--- src/rtl/pipeline_cfg_pkg.sv ---
// Command codes, FSM encoding, field indices and reset values for the pipeline configuration block.
// These are shared with the SPI command decoder.
package pipeline_cfg_pkg;

    localparam logic [7:0] CMD_RESET       = 8'h00;
    localparam logic [7:0] CMD_MODE        = 8'h01;
    localparam logic [7:0] CMD_SCALE       = 8'h03;
    localparam logic [7:0] CMD_OFFSET_X    = 8'h04;
    localparam logic [7:0] CMD_OFFSET_Y    = 8'h05;
    localparam logic [7:0] CMD_OPACITY     = 8'h06;
    localparam logic [7:0] CMD_CLIP_LEFT   = 8'h07;
    localparam logic [7:0] CMD_CLIP_RIGHT  = 8'h08;
    localparam logic [7:0] CMD_CLIP_TOP    = 8'h09;
    localparam logic [7:0] CMD_CLIP_BOTTOM = 8'h0A;
    localparam logic [7:0] CMD_FREEZE      = 8'h0B;

    typedef enum logic [1:0] {
        ST_IDLE    = 2'd0,
        ST_PENDING = 2'd1,
        ST_COMMIT  = 2'd2
    } cfg_state_t;

    // Bit positions in the per-field write-enable vector; the four clips follow
    // FLD_CLIP0 in left, right, top, bottom order.
    localparam int FLD_MODE     = 0;
    localparam int FLD_SCALE    = 1;
    localparam int FLD_OFFSET_X = 2;
    localparam int FLD_OFFSET_Y = 3;
    localparam int FLD_OPACITY  = 4;
    localparam int FLD_FREEZE   = 5;
    localparam int FLD_CLIP0    = 6;
    localparam int NUM_CLIPS    = 4;
    localparam int FLD_COUNT    = FLD_CLIP0 + NUM_CLIPS;

    // Wide reset values are sliced to the configured field widths by the user.
    localparam logic        RST_FREEZE  = 1'b0;
    localparam logic [1:0]  RST_MODE    = 2'd0;
    localparam logic [1:0]  RST_SCALE   = 2'd0;
    localparam logic [15:0] RST_OFFSET  = 16'h0000;
    localparam logic [15:0] RST_CLIP    = 16'h0000;
    localparam logic [15:0] RST_OPACITY = 16'hFFFF;

    function automatic logic cmd_is_known(input logic [7:0] cmd);
        return (cmd == CMD_RESET) || (cmd == CMD_MODE) ||
               ((cmd >= CMD_SCALE) && (cmd <= CMD_FREEZE));
    endfunction

endpackage

--- src/rtl/pipeline_cfg_decode.sv ---
// Maps a command code and argument onto per-field write enables and field data.
// Unrecognised codes raise no enable, so the write is consumed without effect.
module pipeline_cfg_decode
    import pipeline_cfg_pkg::*;
#(
    parameter int PRECISION              = 11,
    parameter int TRANSPARENCY_PRECISION = 3
) (
    input  logic [7:0]                        cmd,
    input  logic [15:0]                       arg,
    output logic                              known,
    output logic                              load_defaults,
    output logic [FLD_COUNT-1:0]              field_we,
    output logic [1:0]                        mode_data,
    output logic [1:0]                        scale_data,
    output logic [PRECISION:0]                offset_data,
    output logic [PRECISION-1:0]              clip_data,
    output logic [TRANSPARENCY_PRECISION:0]   opacity_data,
    output logic                              freeze_data
);

    assign known         = cmd_is_known(cmd);
    assign load_defaults = (cmd == CMD_RESET);

    assign field_we[FLD_MODE]     = (cmd == CMD_MODE);
    assign field_we[FLD_SCALE]    = (cmd == CMD_SCALE);
    assign field_we[FLD_OFFSET_X] = (cmd == CMD_OFFSET_X);
    assign field_we[FLD_OFFSET_Y] = (cmd == CMD_OFFSET_Y);
    assign field_we[FLD_OPACITY]  = (cmd == CMD_OPACITY);
    assign field_we[FLD_FREEZE]   = (cmd == CMD_FREEZE);

    // Clip commands are consecutive codes starting at CMD_CLIP_LEFT.
    for (genvar gi = 0; gi < NUM_CLIPS; gi++) begin : g_clip_we
        assign field_we[FLD_CLIP0+gi] = (cmd == (CMD_CLIP_LEFT + 8'(gi)));
    end

    assign mode_data    = arg[1:0];
    assign scale_data   = arg[1:0];
    assign offset_data  = arg[PRECISION:0];
    assign clip_data    = arg[PRECISION-1:0];
    assign opacity_data = arg[TRANSPARENCY_PRECISION:0];
    assign freeze_data  = arg[0];

    logic unused_arg_bits;
    assign unused_arg_bits = ^arg[15:PRECISION+1];

endmodule

--- src/rtl/pipeline_cfg_sync.sv ---
// Double-buffered pipeline configuration: writes land in a shadow bank, copied to the active bank in one cycle.
// PIPELINE_CFG_FRAME_SYNC_EN gates the copy on frame_start; without it the copy follows the first write at once.
module pipeline_cfg_sync
    import pipeline_cfg_pkg::*;
#(
    parameter int PRECISION              = 11,
    parameter int TRANSPARENCY_PRECISION = 3
) (
    input  logic                              clk,
    input  logic                              rst_n,
    input  logic                              wr_valid,
    output logic                              wr_ready,
    input  logic [7:0]                        wr_cmd,
    input  logic [15:0]                       wr_arg,
    input  logic                              frame_start,
    output logic                              ctrl_fg_freeze,
    output logic [1:0]                        ctrl_overlay_mode,
    output logic [1:0]                        ctrl_fg_scale,
    output logic [PRECISION:0]                ctrl_fg_offset_x,
    output logic [PRECISION:0]                ctrl_fg_offset_y,
    output logic [PRECISION-1:0]              ctrl_fg_clip_left,
    output logic [PRECISION-1:0]              ctrl_fg_clip_right,
    output logic [PRECISION-1:0]              ctrl_fg_clip_top,
    output logic [PRECISION-1:0]              ctrl_fg_clip_bottom,
    output logic [TRANSPARENCY_PRECISION:0]   ctrl_fg_opacity,
    output logic                              cfg_pending,
    output logic                              cfg_committed
);

    cfg_state_t state_reg, state_next;
    logic       accept;
    logic       commit_now;

    logic                            known;
    logic                            load_defaults;
    logic [FLD_COUNT-1:0]            field_we;
    logic [1:0]                      mode_data, scale_data;
    logic [PRECISION:0]              offset_data;
    logic [PRECISION-1:0]            clip_data;
    logic [TRANSPARENCY_PRECISION:0] opacity_data;
    logic                            freeze_data;

    pipeline_cfg_decode #(
        .PRECISION              (PRECISION),
        .TRANSPARENCY_PRECISION (TRANSPARENCY_PRECISION)
    ) u_decode (
        .cmd           (wr_cmd),
        .arg           (wr_arg),
        .known         (known),
        .load_defaults (load_defaults),
        .field_we      (field_we),
        .mode_data     (mode_data),
        .scale_data    (scale_data),
        .offset_data   (offset_data),
        .clip_data     (clip_data),
        .opacity_data  (opacity_data),
        .freeze_data   (freeze_data)
    );

    assign accept = wr_valid && wr_ready;

    always_ff @(posedge clk or negedge rst_n) begin
        if (!rst_n) begin
            state_reg <= ST_IDLE;
        end else begin
            state_reg <= state_next;
        end
    end

    always_comb begin
        state_next = state_reg;
        case (state_reg)
            ST_IDLE: begin
                if (accept && known) begin
                    state_next = ST_PENDING;
                end
            end
            ST_PENDING: begin
`ifdef PIPELINE_CFG_FRAME_SYNC_EN
                if (frame_start) begin
                    state_next = ST_COMMIT;
                end
`else
                state_next = ST_COMMIT;
`endif
            end
            ST_COMMIT: state_next = ST_IDLE;
            default:   state_next = ST_IDLE;
        endcase
    end

`ifndef PIPELINE_CFG_FRAME_SYNC_EN
    logic unused_frame_start;
    assign unused_frame_start = frame_start;
`endif

    // Writes stall only in the single copy cycle so the shadow is stable while it is sampled.
    always_comb begin
        wr_ready    = 1'b1;
        cfg_pending = 1'b0;
        commit_now  = 1'b0;
        case (state_reg)
            ST_PENDING: cfg_pending = 1'b1;
            ST_COMMIT: begin
                wr_ready    = 1'b0;
                cfg_pending = 1'b1;
                commit_now  = 1'b1;
            end
            default: ;
        endcase
    end

    logic                            freeze_shadow_reg, freeze_active_reg;
    logic [1:0]                      mode_shadow_reg, mode_active_reg;
    logic [1:0]                      scale_shadow_reg, scale_active_reg;
    logic [PRECISION:0]              offset_x_shadow_reg, offset_x_active_reg;
    logic [PRECISION:0]              offset_y_shadow_reg, offset_y_active_reg;
    logic [TRANSPARENCY_PRECISION:0] opacity_shadow_reg, opacity_active_reg;
    logic                            committed_reg;

    always_ff @(posedge clk or negedge rst_n) begin
        if (!rst_n) begin
            freeze_shadow_reg   <= RST_FREEZE;
            mode_shadow_reg     <= RST_MODE;
            scale_shadow_reg    <= RST_SCALE;
            offset_x_shadow_reg <= RST_OFFSET[PRECISION:0];
            offset_y_shadow_reg <= RST_OFFSET[PRECISION:0];
            opacity_shadow_reg  <= RST_OPACITY[TRANSPARENCY_PRECISION:0];
        end else if (accept) begin
            if (load_defaults) begin
                freeze_shadow_reg   <= RST_FREEZE;
                mode_shadow_reg     <= RST_MODE;
                scale_shadow_reg    <= RST_SCALE;
                offset_x_shadow_reg <= RST_OFFSET[PRECISION:0];
                offset_y_shadow_reg <= RST_OFFSET[PRECISION:0];
                opacity_shadow_reg  <= RST_OPACITY[TRANSPARENCY_PRECISION:0];
            end else begin
                if (field_we[FLD_FREEZE])   freeze_shadow_reg   <= freeze_data;
                if (field_we[FLD_MODE])     mode_shadow_reg     <= mode_data;
                if (field_we[FLD_SCALE])    scale_shadow_reg    <= scale_data;
                if (field_we[FLD_OFFSET_X]) offset_x_shadow_reg <= offset_data;
                if (field_we[FLD_OFFSET_Y]) offset_y_shadow_reg <= offset_data;
                if (field_we[FLD_OPACITY])  opacity_shadow_reg  <= opacity_data;
            end
        end
    end

    always_ff @(posedge clk or negedge rst_n) begin
        if (!rst_n) begin
            freeze_active_reg   <= RST_FREEZE;
            mode_active_reg     <= RST_MODE;
            scale_active_reg    <= RST_SCALE;
            offset_x_active_reg <= RST_OFFSET[PRECISION:0];
            offset_y_active_reg <= RST_OFFSET[PRECISION:0];
            opacity_active_reg  <= RST_OPACITY[TRANSPARENCY_PRECISION:0];
            committed_reg       <= 1'b0;
        end else begin
            committed_reg <= commit_now;
            if (commit_now) begin
                freeze_active_reg   <= freeze_shadow_reg;
                mode_active_reg     <= mode_shadow_reg;
                scale_active_reg    <= scale_shadow_reg;
                offset_x_active_reg <= offset_x_shadow_reg;
                offset_y_active_reg <= offset_y_shadow_reg;
                opacity_active_reg  <= opacity_shadow_reg;
            end
        end
    end

    logic [PRECISION-1:0] clip_active [NUM_CLIPS];

    for (genvar gi = 0; gi < NUM_CLIPS; gi++) begin : g_clip
        logic [PRECISION-1:0] shadow_reg, active_reg;

        always_ff @(posedge clk or negedge rst_n) begin
            if (!rst_n) begin
                shadow_reg <= RST_CLIP[PRECISION-1:0];
                active_reg <= RST_CLIP[PRECISION-1:0];
            end else begin
                if (accept && load_defaults) begin
                    shadow_reg <= RST_CLIP[PRECISION-1:0];
                end else if (accept && field_we[FLD_CLIP0+gi]) begin
                    shadow_reg <= clip_data;
                end
                if (commit_now) begin
                    active_reg <= shadow_reg;
                end
            end
        end

        assign clip_active[gi] = active_reg;
    end

    assign ctrl_fg_freeze      = freeze_active_reg;
    assign ctrl_overlay_mode   = mode_active_reg;
    assign ctrl_fg_scale       = scale_active_reg;
    assign ctrl_fg_offset_x    = offset_x_active_reg;
    assign ctrl_fg_offset_y    = offset_y_active_reg;
    assign ctrl_fg_opacity     = opacity_active_reg;
    assign ctrl_fg_clip_left   = clip_active[0];
    assign ctrl_fg_clip_right  = clip_active[1];
    assign ctrl_fg_clip_top    = clip_active[2];
    assign ctrl_fg_clip_bottom = clip_active[3];
    assign cfg_committed       = committed_reg;

endmodule
--- config.mk ---
export PLATFORM = sky130hd
export DESIGN_NAME = pipeline_cfg_sync
export DESIGN_NICKNAME = d
export VERILOG_FILES = /design/src/rtl/pipeline_cfg_pkg.sv /design/src/rtl/pipeline_cfg_decode.sv /design/src/rtl/pipeline_cfg_sync.sv
export SDC_FILE = /design/constraint.sdc
export NUM_CORES = 1
export LEC_CHECK = 0
export BUFFER_PORTS_ARGS = -buffer_cell sky130_fd_sc_hd__buf_2
export CAP_MARGIN = 20
export CORE_MARGIN = 5
export CORE_UTILIZATION = 45
export DETAILED_ROUTE_END_ITERATION = 12
export PLACE_DENSITY = 0.66
export SLEW_MARGIN = 20
export SYNTH_ARGS = -nofsm -noshare
export SYNTH_HDL_FRONTEND = slang
export SYNTH_SLANG_ARGS = --single-unit
--- constraint.sdc ---
create_clock -name clk -period 3.1 [get_ports clk]
set_input_delay 0.93 -clock clk [delete_from_list [all_inputs] [get_ports clk]]
set_output_delay 0.93 -clock clk [all_outputs]
set_load 0.005 [all_outputs]
==> impl_metrics.csv <==
group,metric,value,unit
outcome,status,"complete, no violations",
clocking,cts.hold.buffers_added,0,
place,place.gp.congestion,0.757,
global_route,antenna_found_initial,0,
global_route,grt_max_degree,69,
power_and_ir_drop,ir_worst_vdd,381,µV
timing,finalHoldWorstSlack,497,ps
floorplanning,ios,108,
synthesis,area_of_the_mapped_netlist,6270,µm²
clocking,worstSkewPairLatency,410,ps
final_layout,antennaDiodeCount,0,
power_and_ir_drop,p_per_area,790,nW/µm²
synthesis,synth.avg_cell_area,13.4,µm²
timing,slew_headroom,0.550,
floorplanning,floorplan.die.width,128,µm
clocking,htree_levels,4,
synthesis,most_area_hungry_cell_type_in_the_yosys_netlist,"dfrtp_1",
setup_path,slowest_stage,"ha_4",
synthesis,netlist_top_cells_count,"149 x dfrtp_1, 98 x mux2_2, 68 x nand2_1, 34 x a21oi_1, 21 x clkbuf_1",
detailed_routing,detail_route.iter0.violations,331,
setup_path,cp_data_required_time,2170,ps
synthesis,synth.most_common_cell,"dfrtp_1",
place,postPlaceCellArea,6990,µm²
timing,setup_violations,0,
timing,timing.setup.tns,0,ps
timing,final.min_clock_period,2590,ps
floorplanning,start_util,0.455,
floorplanning,dieArea,16400,µm²
clocking,tritoncts,"yes",
timing,finalHoldViolations,0,
final_layout,instances_no_fill,764,
setup_path,max_stage_delay,450,ps
detailed_routing,route.final.wire_length,13300,µm
clocking,root_buffer,"clkbuf_16",
clocking,cts_post_setup_buffers_inserted,0,
global_route,grt_first_pass_wirelength,21600,µm
final_layout,final_design_area_no_fill,7620,µm²
detailed_routing,avgRoutedWirePerCell,17.5,µm
worst_hold_path,min-delay-path-class,"in2async",
timing,max_freq,0.386,GHz
synthesis,synth_edf_count,0,
synthesis,synth_cells,469,
synthesis,unique_cell_type_count_in_the_yosys_netlist,30,
synthesis,postSynthNetCount,501,
floorplanning,core,13800,µm²
final_layout,area.growth.synth_to_final,21.7,%
power_and_ir_drop,p_leak,4.02,nW
global_route,grt.total_usage,0.172,
timing,rsz0062_at_grt,"no",
timing,period_share,0.836,
clocking,cts-buffers-inserted,17,
place,post-place-cells,732,
setup_path,setup_crit_end_kind,"primary output",
detailed_routing,routed_via_density,5.17,
synthesis,post-synth-top-area-fraction,0.595,
final_layout,largest_reg_flops,44,
setup_path,critical_path_most_common_cell,"inv_1",
clocking,cts_num_sinks,157,
place,portBuffers,102,
synthesis,synth.ff_latch_count,157,
clocking,post_cts_resized,0,
setup_path,setup.worst_path.start_class,"register",
place,place.detailed.hpwl,9210,µm
clocking,ctsLongestPathBuffers,2,
global_route,grt_overflow,0,
timing,drv_slew,0,
synthesis,yosys-top-cells-area,"dfrtp_1 59%, mux2_2 18%, nand2_1 4.1%",
synthesis,postSynth.topFlopCell,"dfrtp_1",
clocking,clkTransAtPathRegs,60,ps
global_route,first_global_vias,4017,
detailed_routing,drt_first_pass_iters,5,
final_layout,post_route_cells_drive_above_1_share,0.443,
setup_path,path_max_fanout,32,
setup_path,timing_worst_setup_path_type,"reg2out",
final_layout,finish.net_count,603,
timing,finalClockSkew,4.62,ps
detailed_routing,detail_route.drc_violations,0,
floorplanning,fp.dieH,128,µm
job,drv.max_cap_violation_count,0,
setup_path,crit_path_cell_trace,"inv_1 -> ha_4 -> inv_1 -> buf_2",
detailed_routing,total_number_of_vias,3951,
synthesis,ys_seq_area_frac,0.628,
timing,timing_worst_slew_pin_value,675,ps
synthesis,ys_async_sr_fraction,1.00,
detailed_routing,antenna_left,0,
setup_path,worst-endpoint-arrival,1660,ps
floorplanning,num_rows,43,
synthesis,synthesis.yosys.warnings,0,
-- power by group --
part           switching [W]  leakage (nW)  internal, W
logic               0.000526          1.58     0.000646
clock network       0.000759         0.311      0.00143
registers           0.000209          2.13      0.00245
total                0.00149          4.02      0.00453
-- critical path: cells and delay by family, from the launching register on --
kind	cells	cell delay (ps)
flip-flops	1	400
buffers and inverters	3	400
adder cells (fa/ha/maj)	1	450
-- through the flow --
stage / worst slack, ps / total power (W) / utilization
after detailed placement: 363 / 0.00390 / 0.508
after global routing: 403 / 0.00633 / 0.554
after floorplan: 675 / 0.00333 / -
after CTS: 464 / 0.00611 / 0.554
final: 509 / 0.00602 / 0.554
after global placement: 411 / 0.00385 / 0.508
-- layer usage --
layer,vias up,part of all wire,GRT usage
li1,1819,-,-
met1,2018,0.45,0.234
met2,97,0.48,0.266
met3,17,0.055,0.0458
met4,0,0.015,0.0655
met5,-,0,0
-- layout make-up --
class                           instances  area, µm²
Fill cell                            1182       6150
Clock buffer                           25        495
Sequential cell                       157       3940
Timing Repair Buffer                  110        602
Clock inverter                          7        135
Tap cell                              180        225
Inverter                                3       11.3
Multi-Input combinational cell        282       2220
-- final timing paths --
check                                                 from                            endpoint  slack [ps]  cells past startpoint
min                                                  rst_n  offset_x_shadow_reg[6]$_DFFE_PN0P_         500                      1
max                               state_reg[0]$_DFFE_PN0P_                            wr_ready         510                      4
min in group clk           ctrl_fg_clip_top[5]$_DFFE_PN0P_     ctrl_fg_clip_top[5]$_DFFE_PN0P_         500                      1
max in group asynchronous                            rst_n   opacity_shadow_reg[0]$_DFFE_PN1P_        1830                      2
max reg2reg                       state_reg[0]$_DFFE_PN0P_  offset_x_shadow_reg[6]$_DFFE_PN0P_         790                      5
min reg2reg                ctrl_fg_clip_top[5]$_DFFE_PN0P_     ctrl_fg_clip_top[5]$_DFFE_PN0P_         500                      1
-- layout by cell type (no fill, tap or decap), types with 2 or more instances in the layout --
cell type | Yosys | layout
dfrtp_1 | 149 | 149
buf_2 | 3 | 101
mux2_2 | 98 | 98
nand2_1 | 68 | 68
a21oi_1 | 34 | 34
clkbuf_16 | 0 | 17
nor2_1 | 14 | 14
and2_1 | 13 | 13
mux2i_1 | 11 | 11
mux2_4 | 10 | 10
dfstp_2 | 8 | 8
buf_4 | 0 | 6
nand4_1 | 5 | 5
nor2b_1 | 4 | 4
and4_1 | 4 | 4
o22a_1 | 4 | 4
clkbuf_8 | 0 | 4
clkbuf_1 | 21 | 4
bufinv_16 | 0 | 4
inv_1 | 3 | 3
ha_1 | 4 | 3
clkinv_2 | 0 | 3
o21ai_0 | 2 | 2
nand3_1 | 2 | 2
buf_12 | 0 | 2
-- logic make-up (layout without fill, tap and decap cells) --
logic type	after synthesis	after routing	synth area share
DFF	157	157	0.628
muxes	119	119	0.218
and+or+nand+nor	117	117	0.0888
AOI/OAI and AO/OA	41	41	0.0359
buffers and inverters	30	145	0.0198
adders and majority gates	4	4	0.00799
xor gates and xnor gates	1	1	0.00140
No activity file was read; power rests on OpenSTA's default activity.
